--- src/rtl/conv_scheduler.sv ---
// Measurement scheduler for the multi-slope converter: mux select, settle, convert, offset-correct.
// Optional reference-calibration channel enabled by defining REF_CAL_EN.
module conv_scheduler #(
  parameter int RES_W      = 24,
  parameter int SETTLE     = 5,
  parameter int ZERO_EVERY = 4,
  parameter int TIMEOUT    = 1023
) (
  input  logic             clk1ms,
  input  logic             rst,
  input  logic             en,
  input  logic [9:0]       npl_cfg,
  input  logic             clear_err,
  output logic             conv_start,
  output logic [9:0]       conv_npl,
  input  logic             conv_done,
  input  logic [RES_W-1:0] conv_result,
  output logic [1:0]       mux_sel,
  output logic             out_valid,
  input  logic             out_ready,
  output logic [RES_W:0]   out_data,
  output logic [RES_W-1:0] ref_data,
  output logic             err_timeout,
  output logic             err_overrun
);

  localparam int SW = $clog2(SETTLE + 1);
  localparam int TW = $clog2(TIMEOUT + 1);
  localparam int AW = $clog2(ZERO_EVERY + 1);

  localparam logic [1:0] ChInput = 2'd0;
  localparam logic [1:0] ChZero  = 2'd1;
`ifdef REF_CAL_EN
  localparam logic [1:0] ChRef   = 2'd2;
`endif

  typedef enum logic [2:0] {StIdle, StSel, StSettle, StStart, StWait, StStore} state_t;

  state_t           state;
  logic [SW-1:0]    settle_cnt;
  logic [TW-1:0]    tmo_cnt;
  logic [AW-1:0]    az_cnt;
  logic             zero_due;
  logic             en_prev;
  logic [RES_W-1:0] zero_reg;
  logic [RES_W-1:0] res_q;
  logic             en_rise;

  // en history only advances in IDLE, so a drop and re-raise around a conversion still counts
  assign en_rise = en & ~en_prev;

`ifdef REF_CAL_EN
  logic             ref_due;
  logic [RES_W-1:0] ref_q;
  assign ref_data = ref_q;
`else
  assign ref_data = '0;
`endif

  always_ff @(posedge clk1ms or posedge rst) begin
    if (rst) begin
      state       <= StIdle;
      settle_cnt  <= '0;
      tmo_cnt     <= '0;
      az_cnt      <= '0;
      zero_due    <= 1'b1;
      en_prev     <= 1'b0;
      zero_reg    <= '0;
      res_q       <= '0;
      conv_start  <= 1'b0;
      conv_npl    <= '0;
      mux_sel     <= ChInput;
      out_valid   <= 1'b0;
      out_data    <= '0;
      err_timeout <= 1'b0;
      err_overrun <= 1'b0;
`ifdef REF_CAL_EN
      ref_due     <= 1'b1;
      ref_q       <= '0;
`endif
    end else begin
      if (out_valid && out_ready) out_valid <= 1'b0;
      // Clear first so a same-cycle setting event below wins
      if (clear_err) begin
        err_timeout <= 1'b0;
        err_overrun <= 1'b0;
      end
      unique case (state)
        StIdle: begin
          en_prev <= en;
          if (en) begin
            conv_npl <= npl_cfg;
            state    <= StSel;
            if (zero_due || en_rise) begin
              mux_sel  <= ChZero;
              zero_due <= 1'b1;
`ifdef REF_CAL_EN
              ref_due  <= 1'b1;
`endif
            end
`ifdef REF_CAL_EN
            else if (ref_due) mux_sel <= ChRef;
`endif
            else mux_sel <= ChInput;
          end
        end
        StSel: begin
          settle_cnt <= '0;
          state      <= StSettle;
        end
        StSettle: begin
          if (settle_cnt == SW'(SETTLE - 1)) begin
            conv_start <= 1'b1;
            state      <= StStart;
          end else begin
            settle_cnt <= settle_cnt + 1'b1;
          end
        end
        StStart: begin
          conv_start <= 1'b0;
          tmo_cnt    <= '0;
          state      <= StWait;
        end
        StWait: begin
          // A done on the limit cycle is still accepted
          if (conv_done) begin
            res_q <= conv_result;
            state <= StStore;
          end else if (tmo_cnt == TW'(TIMEOUT - 1)) begin
            err_timeout <= 1'b1;
            state       <= StIdle;
          end else begin
            tmo_cnt <= tmo_cnt + 1'b1;
          end
        end
        StStore: begin
          state <= StIdle;
          case (mux_sel)
            ChZero: begin
              zero_reg <= res_q;
              zero_due <= 1'b0;
              az_cnt   <= '0;
            end
`ifdef REF_CAL_EN
            ChRef: begin
              ref_q   <= res_q;
              ref_due <= 1'b0;
            end
`endif
            default: begin
              out_data  <= {res_q[RES_W-1], res_q} - {zero_reg[RES_W-1], zero_reg};
              out_valid <= 1'b1;
              if (out_valid && !out_ready) err_overrun <= 1'b1;
              az_cnt <= az_cnt + 1'b1;
              if (az_cnt == AW'(ZERO_EVERY - 1)) begin
                zero_due <= 1'b1;
`ifdef REF_CAL_EN
                ref_due  <= 1'b1;
`endif
              end
            end
          endcase
        end
        default: state <= StIdle;
      endcase
    end
  end

endmodule

--- config.mk ---
export PLATFORM = sky130hd
export DESIGN_NAME = conv_scheduler
export DESIGN_NICKNAME = d
export VERILOG_FILES = /design/src/rtl/conv_scheduler.sv
export SDC_FILE = /design/constraint.sdc
export NUM_CORES = 1
export LEC_CHECK = 0
export BUFFER_PORTS_ARGS = -buffer_cell sky130_fd_sc_hd__buf_2
export CAP_MARGIN = 20
export CORE_MARGIN = 5
export CORE_UTILIZATION = 61
export DETAILED_ROUTE_END_ITERATION = 8
export PLACE_DENSITY_LB_ADDON = 0.3
export SYNTH_ARGS = -nofsm -noshare
export SYNTH_HDL_FRONTEND = slang
export SYNTH_SLANG_ARGS = --single-unit
export TNS_END_PERCENT = 5
--- constraint.sdc ---
create_clock -name clk1ms -period 7.61 [get_ports clk1ms]
set_clock_uncertainty 0.1 [all_clocks]
set_input_delay 0.3805 -clock clk1ms [delete_from_list [all_inputs] [get_ports clk1ms]]
set_output_delay 0.3805 -clock clk1ms [all_outputs]
set_load 0.05 [all_outputs]
==> results.py, run 1 <==
metrics = {
    "grt": {
        "antenna_found_initial": 0,
        "grt_pass1_wl_um": 20810,
        "grt_max_degree": 59,
        "globalRoute.totalOverflow": 0,
        "gr-usage-all-layers_pct": 22.09,
        "grt_pass1_vias": 4547,
    },
    "synthesis": {
        "synth-seq-cells": 109,
        "synth_seq_area_share_pct": 45.59,
        "yosys-mux-area-fraction_pct": 11.02,
        "synthCells": 584,
        "ys_types": 58,
        "synth_top_cell_by_area": "dfrtp_1",
        "synth_xor_area_share_pct": 1.610,
        "yosysWarnings": 0,
        "netlist_area_um2": 5986,
        "synth_top_area_share_pct": 45.15,
        "netlist_top_cells_area": "dfrtp_1 45%, mux2_2 10%, ha_1 6.3%",
        "synth_flop_cell": "dfrtp_1",
        "synth_fa_ha_area_share_pct": 6.605,
        "async_reset_ff_share_pct": 100.0,
        "synth_top_family_by_area": "compound AO/OA/AOI/OAI gates",
        "synthSimpleGateAreaFrac_pct": 13.40,
        "synth_edf_count": 0,
        "syn_area_per_cell_um2": 10.25,
        "synth_compound_area_share_pct": 14.51,
    },
    "run": {
        "drv_cap": 0,
    },
    "clock_network": {
        "cts_buffers": 9,
        "clock-sinks": 109,
        "cts_root_buffer": "clkbuf_8",
        "cts_tree": "yes",
        "clockBufferDepth": 2,
        "cts_resized": 0,
        "insertion_delay_ns": 0.39,
        "clk_pin_slew_worst_paths_ns": 0.11,
        "htreeDepth": 3,
    },
    "setup_path": {
        "r2r_end": "out_data[20]",
        "r2r_cells": 8,
        "cp.required_ns": 7.85,
        "end_kind": "flip-flop",
        "reg2reg_slack_ns": 4.92,
        "crit_fanout": 5,
        "cp-startpoint": "zero_reg[0]",
        "r2r-start": "zero_reg[0]",
        "cp-start-kind": "flip-flop",
        "critPathArrivalTime_ns": 2.93,
        "crit_type": "reg2reg",
    },
    "layout": {
        "syn_to_final_growth_pct": 10.05,
        "num_antenna_cells": 0,
        "final_cell_area_um2": 6588,
        "final_nets": 724,
        "seq_area_um2": 2729,
        "final_util_pct": 68.02,
        "drive_gt1_share_pct": 25.68,
        "multi_input_area_um2": 2923,
        "largest_reg_flops": 25,
        "n_fill_cell": 789,
    },
    "floorplanning": {
        "dieArea_um2": 11890,
        "die_y_um": 109.1,
        "num_rows": 36,
        "io_pins": 105,
        "core_um2": 9684,
        "start_util_pct": 61.81,
        "die_w_um": 109.1,
    },
    "timing": {
        "hold_slack_ns": 0.1103,
        "finalSetupViolCount": 0,
        "hold_viol_final": 0,
        "clock.fmax_mhz": 371.4,
        "rsz0062_at_grt": "false",
        "report.final.slew_viol_count": 0,
        "worstMarginPinSlew_ns": 1.024,
        "period_minus_slack_ns": 2.693,
        "slew_headroom_pct": 31.73,
        "tns_ns": 0,
        "fin_crit_sh_pct": 35.39,
    },
    "place": {
        "dp_hpwl_um": 8835,
        "place_area_um2": 6375,
        "gp_congestion": 0.8697,
        "port_buffers": 79,
    },
    "routing": {
        "drc": 0,
        "antenna_left": 0,
        "vias_per_cell": 5.678,
        "routed_wirelength_um": 12330,
        "num_vias": 4491,
        "wl_per_cell_um": 15.59,
        "drtIter0Drc": 261,
        "dr.pass1.iters": 5,
    },
    "hold_path": {
        "hold_path_startpoint": "conv_result[19]",
        "min_path_cells": 2,
        "hold_end": "res_q[19]",
        "hold_path_class": "in2reg",
    },
    "outcome": {
        "status": "finished clean",
    },
    "power": {
        "power.leakage_nw": 3.162,
        "power_mw": 3.118,
        "vdd_drop_max_uv": 209.6,
        "cellPowerDensity_nw_per_um2": 473.3,
    },
}
-- how the worst max path moves through the flow --
stage	slack (ns)	endpoint	cells past startpoint
3_5_place_dp	4.94	out_data[20]	8
6_report	4.92	out_data[20]	8
2_1_floorplan	4.26	az_cnt[0]	1
4_1_cts	4.92	out_data[20]	8
5_1_grt	4.80	out_data[20]	8
3_3_place_gp	5.02	out_data[20]	8
-- report_power, final --
| group | total [mW] | switching, mW | internal, mW |
|---|---|---|---|
| clock network | 0.329 | 0.209 | 0.120 |
| logic | 1.82 | 1.16 | 0.661 |
| registers | 0.973 | 0.168 | 0.805 |
| total | 3.12 | 1.53 | 1.59 |
-- metrics by stage --
stage          setup slack [ns]  std cells
2_1_floorplan             4.257        608
3_3_place_gp              5.023        773
3_5_place_dp              4.937        773
4_1_cts                   4.920        790
5_1_grt                   4.800        791
6_report                  4.917        791
-- cells in the mapped netlist, types with 8 or more instances --
library cell,instances
a21o_1,8
a21oi_1,28
buf_2,11
buf_4,25
clkbuf_1,12
dfrtp_1,108
ha_1,30
inv_1,35
mux2_2,55
nand2_1,57
nand3_1,21
nand4_1,8
nor2_1,16
nor3_1,14
o21a_1,12
o21ai_0,35
o31ai_1,9
xor2_1,8
-- cells by family after synthesis --
family | Yosys count
compound gates | 129
xor+xnor | 11
fa+ha+maj | 31
buf+inv | 86
flops | 109
mux | 59
other cells | 1
simple gates | 158
-- metal layers --
layer	wire (um)	vias to the layer above	GRT usage (%)
li1	-	2159	-
met3	761	26	3.375
met5	0	-	0
met2	5997	143	36.49
met1	5298	2163	28.88
met4	275	0	9.648
-- cell usage in the layout, fill, tap and decap left out, types with 6 or more instances in the layout --
cell      instances
a21oi_1          28
o211ai_1          6
o21a_1           12
conb_1           25
nand3_1          21
and3_1            6
nand2_1          57
mux2_2           55
clkbuf_8          9
a21o_1            8
o21ai_0          35
nand4_1           8
nor2b_1           6
buf_2            79
nand2b_1          6
dfrtp_1         108
inv_1            34
nor3_1           14
o31ai_1           9
ha_1             30
nor2_1           16
xor2_1            8
-- worst max-delay path, stage by stage (launching register included) --
cell and delay [ns]:
dfrtp_1 0.40, ha_1 0.24, fa_1 0.40, nand2b_1 0.18, a21o_1 0.19, a211o_1 0.30
a21o_1 0.24, or4_1 0.49, nand3_1 0.09
-- area by class of cell --
cell class	instances	area share, %
repair buffers	84	6.914
clock inverters	7	0.7787
inverters	36	2.108
well taps	133	2.526
clock buffers	9	1.880
flip-flops and latches	109	41.42
multi-input cells	413	44.37
-- repair_timing --
| item | 4_1_cts | 5_1_grt |
|---|---|---|
| hold endpoints to repair | 22 | 0 |
| hold buffers | 1 | 0 |
| buffers inserted | 0 | 0 |
Power figures use the tool's default switching activity.
==> run 2: changes to the inputs <==
--- a/config.mk
+++ b/config.mk
@@ -8,7 +8,7 @@
 export BUFFER_PORTS_ARGS = -buffer_cell sky130_fd_sc_hd__buf_2
 export CAP_MARGIN = 20
 export CORE_MARGIN = 5
-export CORE_UTILIZATION = 61
+export CORE_UTILIZATION = 51
 export DETAILED_ROUTE_END_ITERATION = 8
 export PLACE_DENSITY_LB_ADDON = 0.3
 export SYNTH_ARGS = -nofsm -noshare
==> constraint.sdc (replaced) <==
create_clock -name clk1ms -period 2.4 [get_ports clk1ms]
set_clock_uncertainty 0.1 [all_clocks]
set_input_delay 0.12 -clock clk1ms [delete_from_list [all_inputs] [get_ports clk1ms]]
set_output_delay 0.12 -clock clk1ms [all_outputs]
set_load 0.05 [all_outputs]
==> results.py, run 2 (synthesized netlist as in run 1, its figures left out) <==
metrics = {
    "power": {
        "p_switching_mw": 5.169,
        "p_seq_share_pct": 27.5,
        "cellPowerDensity_nw_per_um2": 1505,
        "switching_share_pct": 46.38,
        "p_int_mw": 5.975,
        "power.leakage_nw": 3.505,
        "power_mw": 11.14,
        "pwr-share-comb_pct": 57.8,
        "vdd_drop_max_uv": 1008,
        "power_frac_clock_pct": 14.7,
    },
    "clock_network": {
        "htreeDepth": 3,
        "cts_buffers": 9,
        "clk_pin_slew_worst_paths_ns": 0.07,
        "cts_tree": "yes",
        "clock-sinks": 109,
        "clockBufferDepth": 2,
        "cts_root_buffer": "clkbuf_16",
        "insertion_delay_ns": 0.36,
    },
    "layout": {
        "most-common-layout-cells": "108 x dfrtp_1, 79 x buf_2, 57 x nand2_1, 55 x mux2_2, 38 x dlygate4sd3_1",
        "final_common_cell": "dfrtp_1",
        "num_antenna_cells": 0,
        "final_util_pct": 64.56,
        "largest_reg_flops": 25,
        "final_nets": 781,
        "multi_input_area_um2": 3024,
        "syn_to_final_growth_pct": 23.68,
        "n_fill_cell": 887,
        "drive_gt1_share_pct": 28.25,
        "seq_area_um2": 2729,
        "layoutNonFillerInstCount": 858,
    },
    "setup_path": {
        "cp.required_ns": 2.59,
        "crit_type": "reg2reg",
        "critPathArrivalTime_ns": 2.65,
        "end_kind": "flip-flop",
        "crit_fanout": 3,
        "cp-start-kind": "flip-flop",
    },
    "floorplanning": {
        "io_pins": 105,
        "dieArea_um2": 14000,
        "die_w_um": 118.3,
        "die_y_um": 118.3,
        "num_rows": 39,
        "start_util_pct": 52.20,
        "core_um2": 11470,
    },
    "routing": {
        "dr_wl_met3_um": 655,
        "vias_per_cell": 5.568,
        "dr.pass1.iters": 5,
        "dr_wl_met2_um": 6827,
        "routed_wirelength_um": 13610,
        "drtIter0Drc": 413,
        "num_vias": 4777,
        "drc": 0,
        "wl_per_cell_um": 15.86,
        "highest_layer": "met4",
        "drt-met1-wl_um": 5871,
        "antenna_left": 0,
    },
    "outcome": {
        "status": "finished, violations left",
        "violations": "negative setup slack",
    },
    "grt": {
        "globalRoute.totalOverflow": 0,
        "grt_max_degree": 64,
        "grt_pass1_vias": 4758,
        "grt_pass1_wl_um": 22770,
        "gr-usage-all-layers_pct": 19.50,
        "antenna_found_initial": 0,
    },
    "place": {
        "dp_hpwl_um": 9458,
        "place_inst": 802,
        "gp_congestion": 0.8866,
        "port_buffers": 79,
    },
    "timing": {
        "clock.fmax_mhz": 406.4,
        "period_minus_slack_ns": 2.461,
        "fin_crit_sh_pct": 102.5,
        "report.final.slew_viol_count": 0,
        "timing.final.ws_setup_ns": -0.06069,
        "hold_viol_final": 0,
        "tns_ns": -0.1542,
        "finalSetupViolCount": 6,
        "rsz0062_at_grt": "true",
    },
    "run": {
        "drv_cap": 0,
    },
    "hold_path": {
        "hold_path_class": "in2reg",
    },
}
==> run 2: changes by cell type in the layout (fill, tap and decap cells not counted), moves of 2 or more <==
cell           before  now
a211oi_1            4    2
a211oi_2            0    2
buf_12              0    4
buf_4               3   20
bufinv_16           0    2
clkbuf_16           0    9
clkbuf_8            9    1
dlygate4sd3_1       1   38
ha_1               30   26
ha_2                0    2
ha_4                0    2
==> run 2: power groups by stage <==
stage               combinational (mW)  sequential (mW)  clock, mW
detailed placement                5.98             3.09          0
finish                            6.44             3.07       1.63
CTS                               6.16             3.07       1.66
global route                      6.99             3.17       1.74
global placement                  5.84             3.04          0
floorplan                         3.74             3.82          0
==> run 2: worst paths after layout <==
kind / start / to / slack (ns) / cells after the start
worst min register to register: out_data[2] / out_data[2] / 0.37 / 2
max in group asynchronous: rst / zero_due / 1.55 / 4
worst max register to register: zero_reg[0] / out_data[20] / -0.06 / 8
worst min-delay path: en / state[0] / 0.08 / 5
min in group asynchronous: rst / zero_reg[15] / 0.29 / 4
worst max-delay path: zero_reg[0] / out_data[20] / -0.06 / 8
==> run 2: metal layers <==
metal  track usage [%]  vias up
li1                  -     2287
met1             25.19     2324
met2             32.74      140
met3             4.059       26
met4             6.595        0
met5                 0        -
==> run 2: per-stage QoR <==
step / area [um2] / setup slack, ns / hold slack (ns)
3_3_place_gp: 6581 / -0.1126 / 0.1338
3_5_place_dp: 6581 / -0.1847 / 0.1407
4_1_cts: 7321 / -0.08147 / 0.07894
2_1_floorplan: 6080 / -0.09926 / 0.1368
6_report: 7403 / -0.06069 / 0.08234
5_1_grt: 7403 / -0.1542 / 0.1029
==> run 2: repair_timing <==
action	4_1_cts	5_1_grt
gates cloned	0	0
endpoints found under the hold margin	145	0
buffers inserted	0	2
resized for setup	7	11
setup endpoints to repair	5	13
pin swaps	8	5
hold buffers	38	0
==> run 2: worst max-delay path, cell delays in order, from the launching register on <==
cell and delay, ns:
dfrtp_1 0.41, ha_4 0.18, fa_2 0.36, nand2b_4 0.15
a21o_1 0.20, a211o_1 0.31, a21o_1 0.18, or4_1 0.41
nand3_1 0.09
==> run 2: final cells by class <==
type                    instances  area share, %
multi-input cells             413          40.85
clock buffers                  10          3.228
inverters                      36          1.893
clock inverters                 6          1.166
well taps                     143          2.417
flip-flops and latches        109          36.86
repair buffers                141          13.59
==> run 3: changes to the inputs <==
--- a/config.mk
+++ b/config.mk
@@ -5,12 +5,14 @@
 export SDC_FILE = /design/constraint.sdc
 export NUM_CORES = 1
 export LEC_CHECK = 0
+export ABC_AREA = 1
 export BUFFER_PORTS_ARGS = -buffer_cell sky130_fd_sc_hd__buf_2
 export CAP_MARGIN = 20
 export CORE_MARGIN = 5
-export CORE_UTILIZATION = 51
+export CORE_UTILIZATION = 52
 export DETAILED_ROUTE_END_ITERATION = 8
 export PLACE_DENSITY_LB_ADDON = 0.3
+export SLEW_MARGIN = 20
 export SYNTH_ARGS = -nofsm -noshare
 export SYNTH_HDL_FRONTEND = slang
 export SYNTH_SLANG_ARGS = --single-unit
==> results.py, run 3 <==
metrics = {
    "power": {
        "switching_share_pct": 50.82,
        "cellPowerDensity_nw_per_um2": 1535,
        "vdd_drop_max_uv": 802.3,
        "pwr-share-comb_pct": 61.3,
        "power_mw": 11.77,
        "p_int_mw": 5.791,
        "p_seq_share_pct": 26.0,
        "power_frac_clock_pct": 12.8,
        "p_switching_mw": 5.983,
        "power.leakage_nw": 4.209,
    },
    "clock_network": {
        "insertion_delay_ns": 0.36,
        "htreeDepth": 3,
        "clockBufferDepth": 2,
        "clock-sinks": 109,
        "cts_tree": "yes",
        "cts_resized": 0,
        "cts_root_buffer": "clkbuf_16",
        "clk_pin_slew_worst_paths_ns": 0.07,
        "cts_buffers": 9,
    },
    "synthesis": {
        "synth_edf_count": 0,
        "ys_top_cells_by_count": "293 x nand2_1, 127 x inv_1, 108 x dfrtp_1",
        "synth_flop_cell": "dfrtp_1",
        "async_reset_ff_share_pct": 100.0,
        "syn_area_per_cell_um2": 7.712,
        "synthCells": 843,
        "synth_top_cell_by_area": "dfrtp_1",
        "netlist_top_cells_area": "dfrtp_1 42%, nand2_1 17%, inv_1 7.3%",
        "netlist_area_um2": 6501,
        "synth_seq_area_share_pct": 41.97,
        "synth_top_area_share_pct": 41.57,
        "ys_types": 45,
        "synth-seq-cells": 109,
        "yosysWarnings": 0,
        "yosysMostFrequentCell": "nand2_1",
    },
    "setup_path": {
        "cp.required_ns": 2.60,
        "crit_fanout": 4,
        "critPathArrivalTime_ns": 2.33,
        "crit_type": "reg2reg",
        "end_kind": "flip-flop",
        "cp-start-kind": "flip-flop",
        "r2r_cells": 12,
    },
    "layout": {
        "seq_area_um2": 2729,
        "syn_to_final_growth_pct": 17.98,
        "drive_gt1_share_pct": 15.70,
        "most-common-layout-cells": "293 x nand2_1, 126 x inv_1, 108 x dfrtp_1, 79 x buf_2",
        "final_common_cell": "nand2_1",
        "multi_input_area_um2": 3064,
        "final_nets": 1034,
        "n_fill_cell": 1099,
        "largest_reg_flops": 25,
        "layoutNonFillerInstCount": 1137,
        "final_util_pct": 63.33,
    },
    "timing": {
        "fin_crit_sh_pct": 88.55,
        "clock.fmax_mhz": 470.6,
        "finalSetupViolCount": 0,
        "rsz0062_at_grt": "false",
        "tns_ns": 0,
        "report.final.slew_viol_count": 0,
        "period_minus_slack_ns": 2.125,
        "hold_viol_final": 0,
        "slew_headroom_pct": 55.76,
        "worstMarginPinSlew_ns": 0.6626,
        "timing.final.ws_setup_ns": 0.2749,
    },
    "routing": {
        "vias_per_cell": 4.777,
        "antenna_left": 0,
        "num_vias": 5431,
        "dr.pass1.iters": 4,
        "drc": 0,
        "wl_per_cell_um": 12.67,
        "routed_wirelength_um": 14400,
        "drtIter0Drc": 298,
    },
    "floorplanning": {
        "dieArea_um2": 14840,
        "num_rows": 40,
        "start_util_pct": 53.68,
        "io_pins": 105,
        "die_w_um": 121.8,
        "die_y_um": 121.8,
        "core_um2": 12110,
    },
    "place": {
        "place_ws_ns": 0.3085,
        "port_buffers": 79,
        "gp_congestion": 0.8685,
        "dp_hpwl_um": 10670,
        "place_inst": 1081,
    },
    "hold_path": {
        "hold_path_class": "in2reg",
        "min_path_cells": 4,
    },
    "grt": {
        "grt_pass1_vias": 5218,
        "globalRoute.totalOverflow": 0,
        "met2_usage_pct": 33.67,
        "use_met3_pct": 3.993,
        "gr-usage-all-layers_pct": 20.45,
        "use_met1_pct": 27.16,
        "grt_max_degree": 52,
        "grt_pass1_wl_um": 24250,
        "antenna_found_initial": 0,
        "grt-busiest-layer": "met2",
    },
    "outcome": {
        "status": "finished clean",
    },
    "run": {
        "drv_cap": 0,
    },
}
run 3: changes by cell type in the layout (fill, tap and decap cells not counted), moves of 7 or more:
cell	before	now
mux2_2	55	8
nor3_1	14	7
mux2_4	0	14
nand3_1	20	40
o21ai_1	1	21
o21ai_0	34	22
a21oi_1	28	19
inv_1	34	126
buf_4	20	6
a21o_1	8	0
nor2_1	16	40
nand2_1	57	293
o21a_1	12	1
run 3: cell type report:
type	instances	share of cell area [%]
repair buffers	125	11.09
multi-input cells	583	39.95
clock inverters	7	0.9951
well taps	168	2.741
flip-flops and latches	109	35.58
clock buffers	9	2.936
diodes	1	0.03263
inverters	135	6.672
run 3: path summary, 6_finish.rpt:
| check | from | end | slack [ns] |
|---|---|---|---|
| max | zero_reg[0] | out_data[16] | 0.27 |
| min | conv_done | tmo_cnt[1] | 0.10 |
| max reg2reg | zero_reg[0] | out_data[16] | 0.27 |
| min reg2reg | conv_npl[5] | conv_npl[5] | 0.37 |
| max in group asynchronous | rst | zero_due | 1.23 |
| min in group asynchronous | rst | zero_reg[3] | 0.28 |
run 3: power groups by stage:
stage                     Clock (mW)  Combinational (mW)  Sequential, mW
after detailed placement           0                7.14            3.08
after floorplan                    0                4.66            3.99
after global routing            1.61                8.16            3.15
after CTS                       1.55                7.22            3.05
after global placement             0                7.06            3.07
final                           1.50                7.22            3.06
run 3: stage by stage:
step | hold slack, ns | instance area [um2]
2_1_floorplan | 0.1366 | 6595
3_3_place_gp | 0.1246 | 6975
3_5_place_dp | 0.1230 | 6975
4_1_cts | 0.08108 | 7667
5_1_grt | 0.1046 | 7667
6_report | 0.1002 | 7670
run 3: routing by layer:
metal / vias up / share of wire [%]
met3: 17 / 4.7
met1: 2495 / 47
met2: 106 / 47
li1: 2813 / -
met5: - / 0
met4: 0 / 1.8
run 3: critical path: stages (launching register included):
cell and delay [ns]:
dfrtp_1 0.38, ha_1 0.23, fa_1 0.41, inv_1 0.13, nand2_1 0.06, nand2_1 0.06, nand3_1 0.06, nand2_1 0.20
nand2_1 0.09, nand2_1 0.08, xor2_1 0.14, nand2_1 0.06, nand2_1 0.06
run 3: repair_timing:
| item | in CTS | in global routing |
|---|---|---|
| hold endpoints to repair | 62 | 0 |
| endpoints found under the setup margin | 0 | 0 |
| setup buffers | 0 | 0 |
| hold buffers | 39 | 0 |
run 3: cells by family (layout without fill, tap and decap cells):
| logic type | Yosys count | after routing | synth area share [%] |
|---|---|---|---|
| XOR/XNOR | 12 | 12 | 1.617 |
| buffers and inverters | 175 | 276 | 12.28 |
| AO/OA/AOI/OAI | 76 | 76 | 6.467 |
| adder cells (fa/ha/maj) | 31 | 31 | 6.082 |
| AND/OR/NAND/NOR | 417 | 417 | 26.90 |
| flip-flops | 109 | 109 | 41.97 |
| other | 1 | 26 | 0.05768 |
| multiplexers | 22 | 22 | 4.619 |
